[src/rtl/iob_vexriscv_bus_arbiter_if.sv]
// IOb native port bundle: request channel (avalid/addr/wdata/wstrb/ready)
// and read response channel (rvalid/rdata).
interface iob_vexriscv_bus_arbiter_if #(
    parameter int ADDR_W = 32,
    parameter int DATA_W = 32
);
    logic                  avalid;
    logic [ADDR_W-1:0]     addr;
    logic [DATA_W-1:0]     wdata;
    logic [DATA_W/8-1:0]   wstrb;
    logic                  ready;
    logic                  rvalid;
    logic [DATA_W-1:0]     rdata;

    modport master (
        output avalid, addr, wdata, wstrb,
        input  ready, rvalid, rdata
    );

    modport slave (
        input  avalid, addr, wdata, wstrb,
        output ready, rvalid, rdata
    );
endinterface

[src/rtl/iob_vexriscv_bus_arbiter.sv]
// Round-robin arbiter sharing one IOb port between the VexRiscv instruction
// (r0) and data (r1) buses; read IDs are queued so responses route back.
module iob_vexriscv_bus_arbiter #(
    parameter int ADDR_W  = 32,
    parameter int DATA_W  = 32,
    parameter int OUTST_W = 2
) (
    input  logic                  clk_i,
    input  logic                  arst_n_i,
    input  logic                  cke_i,
    iob_vexriscv_bus_arbiter_if.slave  r0,
    iob_vexriscv_bus_arbiter_if.slave  r1,
    iob_vexriscv_bus_arbiter_if.master m,
    output logic [OUTST_W:0]      outst_o,
    output logic                  err_o
);

    localparam int DEPTH  = 2 ** OUTST_W;
    localparam int STRB_W = DATA_W / 8;

    typedef enum logic {
        ST_FREE,
        ST_LOCKED
    } lock_state_e;

    lock_state_e          state_q, state_d;
    logic                 lock_id_q, lock_id_d;
    logic                 last_q, last_d;
    logic [OUTST_W-1:0]   wptr_q, wptr_d;
    logic [OUTST_W-1:0]   rptr_q, rptr_d;
    logic [OUTST_W:0]     cnt_q, cnt_d;
    logic [DEPTH-1:0]     id_q, id_d;
    logic                 err_q, err_d;

    logic                 full, empty;
    logic                 elig0, elig1;
    logic                 gnt_vld, gnt_id;
    logic [ADDR_W-1:0]    gnt_addr;
    logic [DATA_W-1:0]    gnt_wdata;
    logic [STRB_W-1:0]    gnt_wstrb;
    logic                 accept, push, pop, head;

    assign full  = (cnt_q == (OUTST_W+1)'(DEPTH));
    assign empty = (cnt_q == '0);

    // A read can only compete while there is room to remember its ID.
    assign elig0 = r0.avalid & ((|r0.wstrb) | ~full);
    assign elig1 = r1.avalid & ((|r1.wstrb) | ~full);

    always_comb begin
        gnt_id  = 1'b0;
        gnt_vld = 1'b0;
        if (state_q == ST_LOCKED) begin
            gnt_id  = lock_id_q;
            gnt_vld = lock_id_q ? elig1 : elig0;
        end else if (elig0 && elig1) begin
            gnt_id  = ~last_q;
            gnt_vld = 1'b1;
        end else if (elig0) begin
            gnt_id  = 1'b0;
            gnt_vld = 1'b1;
        end else if (elig1) begin
            gnt_id  = 1'b1;
            gnt_vld = 1'b1;
        end
        gnt_vld = gnt_vld & arst_n_i;
    end

    always_comb begin
        gnt_addr  = '0;
        gnt_wdata = '0;
        gnt_wstrb = '0;
        if (gnt_vld) begin
            if (gnt_id) begin
                gnt_addr  = r1.addr;
                gnt_wdata = r1.wdata;
                gnt_wstrb = r1.wstrb;
            end else begin
                gnt_addr  = r0.addr;
                gnt_wdata = r0.wdata;
                gnt_wstrb = r0.wstrb;
            end
        end
    end

    assign m.avalid = gnt_vld;
    assign m.addr   = gnt_addr;
    assign m.wdata  = gnt_wdata;
    assign m.wstrb  = gnt_wstrb;

    assign accept   = gnt_vld & m.ready;
    assign push     = accept & ~(|gnt_wstrb);
    assign r0.ready = accept & ~gnt_id;
    assign r1.ready = accept & gnt_id;

    assign head      = id_q[rptr_q];
    assign pop       = m.rvalid & ~empty;
    assign r0.rvalid = pop & ~head;
    assign r1.rvalid = pop & head;
    assign r0.rdata  = m.rdata;
    assign r1.rdata  = m.rdata;

    always_comb begin
        state_d   = state_q;
        lock_id_d = lock_id_q;
        last_d    = last_q;
        wptr_d    = wptr_q;
        rptr_d    = rptr_q;
        cnt_d     = cnt_q;
        id_d      = id_q;
        err_d     = err_q;
        if (cke_i) begin
            // Stalled request pins the grant; any other cycle releases it.
            if (gnt_vld && !m.ready) begin
                state_d   = ST_LOCKED;
                lock_id_d = gnt_id;
            end else begin
                state_d   = ST_FREE;
            end
            if (accept) begin
                last_d = gnt_id;
            end
            if (push) begin
                id_d[wptr_q] = gnt_id;
                wptr_d       = wptr_q + OUTST_W'(1);
            end
            if (pop) begin
                rptr_d = rptr_q + OUTST_W'(1);
            end
            if (push && !pop) begin
                cnt_d = cnt_q + (OUTST_W+1)'(1);
            end else if (pop && !push) begin
                cnt_d = cnt_q - (OUTST_W+1)'(1);
            end
            if (m.rvalid && empty) begin
                err_d = 1'b1;
            end
        end
    end

    always_ff @(posedge clk_i or negedge arst_n_i) begin
        if (!arst_n_i) begin
            state_q   <= ST_FREE;
            lock_id_q <= 1'b0;
            last_q    <= 1'b1;
            wptr_q    <= '0;
            rptr_q    <= '0;
            cnt_q     <= '0;
            id_q      <= '0;
            err_q     <= 1'b0;
        end else begin
            state_q   <= state_d;
            lock_id_q <= lock_id_d;
            last_q    <= last_d;
            wptr_q    <= wptr_d;
            rptr_q    <= rptr_d;
            cnt_q     <= cnt_d;
            id_q      <= id_d;
            err_q     <= err_d;
        end
    end

    assign outst_o = cnt_q;
    assign err_o   = err_q;

endmodule

[src/flat_wrapper.sv]
// flat-port wrapper written by rule: the top's interface ports become plain ports
module iob_vexriscv_bus_arbiter_flat 
#(
    parameter int ADDR_W  = 32,
    parameter int DATA_W  = 32,
    parameter int OUTST_W = 2
)
  (clk_i, arst_n_i, cke_i, outst_o, err_o, r0_avalid, r0_addr, r0_wdata, r0_wstrb, r0_ready, r0_rvalid, r0_rdata, r1_avalid, r1_addr, r1_wdata, r1_wstrb, r1_ready, r1_rvalid, r1_rdata, m_avalid, m_addr, m_wdata, m_wstrb, m_ready, m_rvalid, m_rdata);
  iob_vexriscv_bus_arbiter_if #(.ADDR_W(ADDR_W), .DATA_W(DATA_W)) r0_i ();
  iob_vexriscv_bus_arbiter_if #(.ADDR_W(ADDR_W), .DATA_W(DATA_W)) r1_i ();
  iob_vexriscv_bus_arbiter_if #(.ADDR_W(ADDR_W), .DATA_W(DATA_W)) m_i ();
  input  logic clk_i;
  input  logic arst_n_i;
  input  logic cke_i;
  output logic [OUTST_W:0] outst_o;
  output logic err_o;
  input wire logic [$bits(r0_i.avalid)-1:0] r0_avalid;
  input wire logic [$bits(r0_i.addr)-1:0] r0_addr;
  input wire logic [$bits(r0_i.wdata)-1:0] r0_wdata;
  input wire logic [$bits(r0_i.wstrb)-1:0] r0_wstrb;
  output wire logic [$bits(r0_i.ready)-1:0] r0_ready;
  output wire logic [$bits(r0_i.rvalid)-1:0] r0_rvalid;
  output wire logic [$bits(r0_i.rdata)-1:0] r0_rdata;
  input wire logic [$bits(r1_i.avalid)-1:0] r1_avalid;
  input wire logic [$bits(r1_i.addr)-1:0] r1_addr;
  input wire logic [$bits(r1_i.wdata)-1:0] r1_wdata;
  input wire logic [$bits(r1_i.wstrb)-1:0] r1_wstrb;
  output wire logic [$bits(r1_i.ready)-1:0] r1_ready;
  output wire logic [$bits(r1_i.rvalid)-1:0] r1_rvalid;
  output wire logic [$bits(r1_i.rdata)-1:0] r1_rdata;
  output wire logic [$bits(m_i.avalid)-1:0] m_avalid;
  output wire logic [$bits(m_i.addr)-1:0] m_addr;
  output wire logic [$bits(m_i.wdata)-1:0] m_wdata;
  output wire logic [$bits(m_i.wstrb)-1:0] m_wstrb;
  input wire logic [$bits(m_i.ready)-1:0] m_ready;
  input wire logic [$bits(m_i.rvalid)-1:0] m_rvalid;
  input wire logic [$bits(m_i.rdata)-1:0] m_rdata;
  assign r0_i.avalid = r0_avalid;
  assign r0_i.addr = r0_addr;
  assign r0_i.wdata = r0_wdata;
  assign r0_i.wstrb = r0_wstrb;
  assign r0_ready = r0_i.ready;
  assign r0_rvalid = r0_i.rvalid;
  assign r0_rdata = r0_i.rdata;
  assign r1_i.avalid = r1_avalid;
  assign r1_i.addr = r1_addr;
  assign r1_i.wdata = r1_wdata;
  assign r1_i.wstrb = r1_wstrb;
  assign r1_ready = r1_i.ready;
  assign r1_rvalid = r1_i.rvalid;
  assign r1_rdata = r1_i.rdata;
  assign m_avalid = m_i.avalid;
  assign m_addr = m_i.addr;
  assign m_wdata = m_i.wdata;
  assign m_wstrb = m_i.wstrb;
  assign m_i.ready = m_ready;
  assign m_i.rvalid = m_rvalid;
  assign m_i.rdata = m_rdata;
  iob_vexriscv_bus_arbiter #(.ADDR_W(ADDR_W), .DATA_W(DATA_W), .OUTST_W(OUTST_W)) u_core (.clk_i(clk_i), .arst_n_i(arst_n_i), .cke_i(cke_i), .r0(r0_i), .r1(r1_i), .m(m_i), .outst_o(outst_o), .err_o(err_o));
endmodule
[config.mk]
export PLATFORM = sky130hd
export DESIGN_NAME = iob_vexriscv_bus_arbiter_flat
export DESIGN_NICKNAME = d
export VERILOG_FILES = /design/src/rtl/iob_vexriscv_bus_arbiter_if.sv /design/src/rtl/iob_vexriscv_bus_arbiter.sv /design/src/flat_wrapper.sv
export SDC_FILE = /design/constraint.sdc
export NUM_CORES = 1
export LEC_CHECK = 0
export ABC_AREA = 1
export BUFFER_PORTS_ARGS = -buffer_cell sky130_fd_sc_hd__buf_2
export CAP_MARGIN = 10
export CELL_PAD_IN_SITES_DETAIL_PLACEMENT = 0
export CELL_PAD_IN_SITES_GLOBAL_PLACEMENT = 1
export CORE_AREA = 2 2 121 123
export CTS_BUF_LIST = sky130_fd_sc_hd__clkbuf_2
export DETAILED_ROUTE_END_ITERATION = 6
export DIE_AREA = 0 0 123 125
export PLACE_DENSITY = 0.75
export SYNTH_ARGS = -nofsm -noshare
export SYNTH_HDL_FRONTEND = slang
export SYNTH_SLANG_ARGS = --single-unit
[constraint.sdc]
create_clock -name clk_i -period 3.4 [get_ports clk_i]
set_input_delay 0.34 -clock clk_i [delete_from_list [all_inputs] [get_ports clk_i]]
set_output_delay 0.34 -clock clk_i [all_outputs]
set_load 0.05 [all_outputs]
**After elaboration in Yosys (flattened, before gate mapping)**

Index checks and enable logic that the tools add are counted.

- Bitwise gates (word level): 18
- $lt $le $gt $ge: 3
- Eq/ne operators: 1
- Reductions and logical operators: 20
- Add/subtract/negate cells: 4
- Multiplexer cells: 22

Operators with widths:

| cell | number |
|---|---|
| $mux W32 | 4 |
| $reduce_and A2 Y1 | 6 |
| $reduce_or A4 Y1 | 3 |
| $mux W1 | 11 |
| $and A1 B1 Y1 | 10 |
| $mux W4 | 2 |
| $logic_and A1 B1 Y1 | 6 |
| $lt A2 B3 Y1 const B | 2 |
| $mux W3 | 2 |
| $not A1 Y1 | 6 |
| $add A2 B1 Y2 const B | 2 |
| $bwmux W4 | 1 |
| $add A3 B1 Y3 const B | 1 |
| $eq A3 B3 Y1 const B | 1 |
| $logic_not A1 Y1 | 3 |
| $logic_not A3 Y1 | 1 |
| $sub A3 B1 Y3 const B | 1 |
| $bmux W1 S2 | 1 |
| $demux W1 S2 | 1 |
| $ge A2 B1 Y1 const B | 1 |
| $or A1 B1 Y1 | 2 |
| $reduce_bool A2 Y1 | 1 |

- Flip-flop bits (word level): 15
- Input port bits: 175

**Logic depth before layout (Yosys ltp)**

- Depth after elaboration: 17
- Mapped depth: 17

**Worst setup path after synthesis**

No wires, ideal clock.

- Kind: reg-to-reg
- Start point: reg u_core.cnt_q[1], in the netlist u_core.outst_o[1]
- End point: reg u_core.cnt_q[1], in the netlist u_core.outst_o[1]
- Path buffers: 0
- Stages on the path, launching flop included: 16
- Clock period less this slack: 2799 ps
- Path slack: 601 ps
- Arrival: 2675 ps
- Setup time: 125 ps
- Cell sequence: dfrtp_1 -> nor2_2 -> nand2_2 -> inv_1 -> nand2_1 -> nand2_1 -> nand2_1 -> nand2_2 -> inv_2 -> nand3_2 -> nand2_2 -> nor2_8 -> ha_1 -> inv_1 -> fa_1 -> mux2_2

- Word-level cells in the longest chain between the ends: 17

Ends and longest elaborated chain:

| what | line | source |
|---|---|---|
| from (decl) | iob_vexriscv_bus_arbiter.sv:31 | `logic [OUTST_W:0] cnt_q, cnt_d;` |
| from (signal assigned) | iob_vexriscv_bus_arbiter.sv:157 | `cnt_q <= cnt_d;` |
| $eq A3 B3 Y1 (*) | iob_vexriscv_bus_arbiter.sv:43 | `assign full = (cnt_q == (OUTST_W+1)'(DEPTH));` |
| $not A1 Y1 (*) | iob_vexriscv_bus_arbiter.sv:47, iob_vexriscv_bus_arbiter.sv:48 |  |
| $or A1 B1 Y1 | iob_vexriscv_bus_arbiter.sv:48 | `assign elig1 = r1.avalid & ((\|r1.wstrb) \| ~full);` |
| $and A1 B1 Y1 | iob_vexriscv_bus_arbiter.sv:48 |  |
| $mux W1 | iob_vexriscv_bus_arbiter.sv:62 | `end else if (elig1) begin` |
| $mux W1 | iob_vexriscv_bus_arbiter.sv:59 | `end else if (elig0) begin` |
| $mux W1 | iob_vexriscv_bus_arbiter.sv:56 | `end else if (elig0 && elig1) begin` |
| $mux W1 (*) | iob_vexriscv_bus_arbiter.sv:53 | `if (state_q == ST_LOCKED) begin` |
| (+1 left out) | - |  |
| net m_avalid | flat_wrapper.sv:31 | `output wire logic [$bits(m_i.avalid)-1:0] m_avalid;` |
| $mux W4 | iob_vexriscv_bus_arbiter.sv:73 | `if (gnt_vld) begin` |
| $reduce_or A4 Y1 | iob_vexriscv_bus_arbiter.sv:92 | `assign push = accept & ~(\|gnt_wstrb);` |
| $not A1 Y1 | iob_vexriscv_bus_arbiter.sv:92 |  |
| $and A1 B1 Y1 (*) | iob_vexriscv_bus_arbiter.sv:92 |  |
| $logic_not A1 Y1 | iob_vexriscv_bus_arbiter.sv:132 | `end else if (pop && !push) begin` |
| $logic_and A1 B1 Y1 | iob_vexriscv_bus_arbiter.sv:132 |  |
| $reduce_bool A2 Y1 (no line) | - |  |
| $reduce_and A2 Y1 (no line) | - |  |

Mark *: on every way through the listed nets, which the timed path passes. The rest lies on a longest branch. The select of a mux whose other input is x is not followed.
A chain may end at the register's enable or synchronous reset.

**Worst setup path in the final report**

- Start point: reg u_core.cnt_q[1], in the netlist u_core.outst_o[1]
- End point: out m_wdata[1]

- Word-level cells in the longest chain between the ends: 10

Ends and longest elaborated chain:

| what | line | source |
|---|---|---|
| $eq A3 B3 Y1 (*) | iob_vexriscv_bus_arbiter.sv:43 |  |
| $not A1 Y1 (*) | iob_vexriscv_bus_arbiter.sv:47, iob_vexriscv_bus_arbiter.sv:48 |  |
| $or A1 B1 Y1 | iob_vexriscv_bus_arbiter.sv:48 |  |
| $and A1 B1 Y1 | iob_vexriscv_bus_arbiter.sv:48 |  |
| $mux W1 | iob_vexriscv_bus_arbiter.sv:62 |  |
| $mux W1 | iob_vexriscv_bus_arbiter.sv:59 |  |
| $mux W1 | iob_vexriscv_bus_arbiter.sv:56 |  |
| $mux W1 | iob_vexriscv_bus_arbiter.sv:53 |  |
| $mux W32 / $and A1 B1 Y1 (equally long branches) | iob_vexriscv_bus_arbiter.sv:74, iob_vexriscv_bus_arbiter.sv:66 |  |
| $mux W32 (*) | iob_vexriscv_bus_arbiter.sv:73 |  |
| to (decl) | flat_wrapper.sv:33 | `output wire logic [$bits(m_i.wdata)-1:0] m_wdata;` |

Every way passes the cells marked *; elsewhere a longest branch is shown, timed or not.

==> flow_summary.yaml <==
power:
  p_leak_nw: 1.94
  power.density_nw_per_um2: 446
  power_w: 0.00146
  vdd_drop_max_mv: 0.157
routing:
  drt-initial-drc-count: 81
  finalWirelength_microns: 8970
  vias_per_cell: 3.99
  dr.pass1.iters: 4
  wl_per_cell_microns: 12.1
  ant_nets: 0
  drcViolationCount: 0
  vias: 2963
critical_path:
  cp.required_ns: 3.06
  worstSetupStartpointType: "flop"
  r2r_cells: 15
  crit_chain: "nor2_2 -> nand2_2 -> inv_1 -> nand2_1 -> nand3_2 -> nand2_4 -> buf_4 -> inv_2 -> buf_4 -> nand2_1 -> a21oi_1 -> buf_2"
  cp-end-kind: "output port"
  reg2reg_from: "u_core.outst_o[1]$_DFFE_PN0P_"
  cp.depth: 12
  critPathKind: "flop to output port"
  crit_start: "u_core.outst_o[1]$_DFFE_PN0P_"
  cp_max_fo: 37
  r2r_slack_ns: 0.77
  crit_arrival_ns: 2.63
  crit_family: "buffers and inverters"
  path_buf_inv: 5
  cpPeakStageDelay_ns: 0.46
  cp_slowest_cell: "dfrtp_1"
yosys:
  synth-seq-cells: 15
  async_flop_share: 1.00
  ys.flop_type: "dfrtp_1"
  synth.most_common_cell: "nand2_1"
  synth_top_area_cell: "nand2_1"
  avgSynthCellArea_sq_um: 6.00
  ys_top_cells_by_count: "158 x nand2_1, 70 x buf_4, 65 x a21oi_1, 25 x inv_1, 16 x buf_2"
  synth_area_sq_um: 2490
  ys_warn_count: 0
  syn-num-nets: 596
  synthCells: 415
  yosysSeqAreaShare: 0.151
  synth_area_leaders: "nand2_1 24%, buf_4 21%, dfrtp_1 14%"
  synth_cell_types: 33
  synth_enable_flop_cells: 0
  yosys.area.top_type_share: 0.238
worst_hold_path:
  whs_path_depth: 2
  hold_start: "m_rvalid"
  min_path_type: "input port to flop"
sta:
  tns_ns: 0
  slew_headroom: 0.652
  post-route-period-util: 0.873
  rsz0062_at_grt: "false"
  fmax_mhz: 337
  maxSlewViolCount: 0
  hold_violations: 0
  fin_crit_ns: 2.97
  setup_viol: 0
  clock_skew_ns: 0.0125
  worst_slew_pin_slew_ns: 0.517
cts:
  htree_levels: 1
  insertion_delay_ns: 0.27
  cts_max_path_buffers: 2
  clk_pin_slew_ns: 0.13
  cts_setup_buffers: 0
  cts_resized: 0
  tritoncts: "done"
  numCtsBuffers: 3
  clockRootBuffer: "clkbuf_2"
  holdBufCountCts: 1
  cts_sinks: 15
outcome:
  outcome: "finished, final reports clean"
global_route:
  grt_antenna_before_repair: 0
  grt_pass1_wl_microns: 12900
  overflow: 0
  grt_max_degree: 43
  grt_pass1_vias: 2500
  grt_util_all_layers: 0.105
layout:
  final_cell_area_sq_um: 3280
  nNetsFinal: 740
  n_fill_cell: 1653
  regArea_sq_um: 377
  post-route-util: 0.231
  antenna_cells: 0
  drive_above_1_share: 0.450
  multi_input_area_sq_um: 1400
  area_growth_pct: 31.8
floorplanning:
  start_util: 0.175
  ioPinCount: 316
  coreArea_sq_um: 14200
  num_rows: 44
  die-width_microns: 123
  die-area_sq_um: 15400
  chipHeight_microns: 125
place:
  detailed_place_hpwl_microns: 7300
  portBuffers: 219
  gp_congestion: 0.766
  postPlaceCellArea_sq_um: 3250
flow_run:
  maxCapViolations: 0
sequential cells by signal, summed over array words and instances, names as in the netlist:
name,cells
u_core.last_q,1
u_core.state_q,1
u_core.lock_id_q,1
u_core.rptr_q,2
u_core.wptr_q,2
u_core.outst_o,3
u_core.id_q,4
u_core.err_o,1
routing by layer:
metal / global-route usage / vias to the layer above / part of all wire
li1: - / 1541 / -
met3: 0.0287 / 36 / 0.092
met1: 0.125 / 1249 / 0.40
met4: 0.0374 / 0 / 0.028
met5: 0 / - / 0
met2: 0.179 / 137 / 0.48
worst reg2reg max path, cell delays in order, from the launching register on:
cell	delay (ns)
dfrtp_1	0.46
nor2_2	0.16
nand2_2	0.08
o21ai_2	0.16
nand2_2	0.11
nand2_4	0.11
nand2_1	0.08
nand3_2	0.08
nand2_2	0.09
nor2_8	0.17
ha_1	0.17
inv_1	0.07
fa_1	0.39
a21boi_0	0.16
o21ai_1	0.10
xor2_1	0.14
layout make-up:
cell class	instances	share of cell area
flip-flops and latches	15	0.115
clock inverters	1	0.00152
multi-input cells	286	0.427
clock buffers	3	0.00457
inverters	27	0.0309
well taps	184	0.0701
repair buffers	226	0.351
worst paths after layout:
kind                                                  to
max                                           m_wdata[1]
min reg2reg                 u_core.rptr_q[1]$_DFFE_PN0P_
max reg2reg                u_core.outst_o[2]$_DFFE_PN0P_
min                             u_core.err_o$_DFFE_PN0P_
max in group asynchronous      u_core.last_q$_DFFE_PN1P_
min in group asynchronous   u_core.wptr_q[1]$_DFFE_PN0P_
through the flow:
step	setup WS, ns	cells	hold WS [ns]
global route	0.187	742	0.337
CTS	0.414	742	0.341
detailed placement	0.759	737	0.277
finish	0.431	742	0.358
global placement	0.732	737	0.280
floorplan	0.601	415	0.0444
layout by cell type, fill, tap and decap left out, drive strengths merged, types with 3 or more instances in the layout:
cell    netlist  layout
a21oi        65      65
buf          86     225
clkbuf        1       3
dfrtp        14      14
ha            5       5
inv          27      27
nand2       164     164
nand3        13      13
nand4         8       8
nor2         13      13
o21ai         5       5
xor2          4       4
kinds of logic after synthesis:
group	share of synthesized area
and+or+nand+nor	0.353
buffers and inverters	0.285
AOI/OAI and AO/OA	0.159
DFF	0.151
adders and majority gates	0.0332
xor gates and xnor gates	0.0141
muxes	0.00452
report_power, final:
| group | switching [W] | leakage [nW] | total, W | internal [W] |
|---|---|---|---|---|
| Clock | 0.0000531 | 0.0164 | 0.0000797 | 0.0000266 |
| Sequential | 0.0000664 | 0.184 | 0.000315 | 0.000249 |
| Combinational | 0.000776 | 1.74 | 0.00107 | 0.000294 |
| Total | 0.000895 | 1.94 | 0.00146 | 0.000570 |
Power figures use the tool's default switching activity.
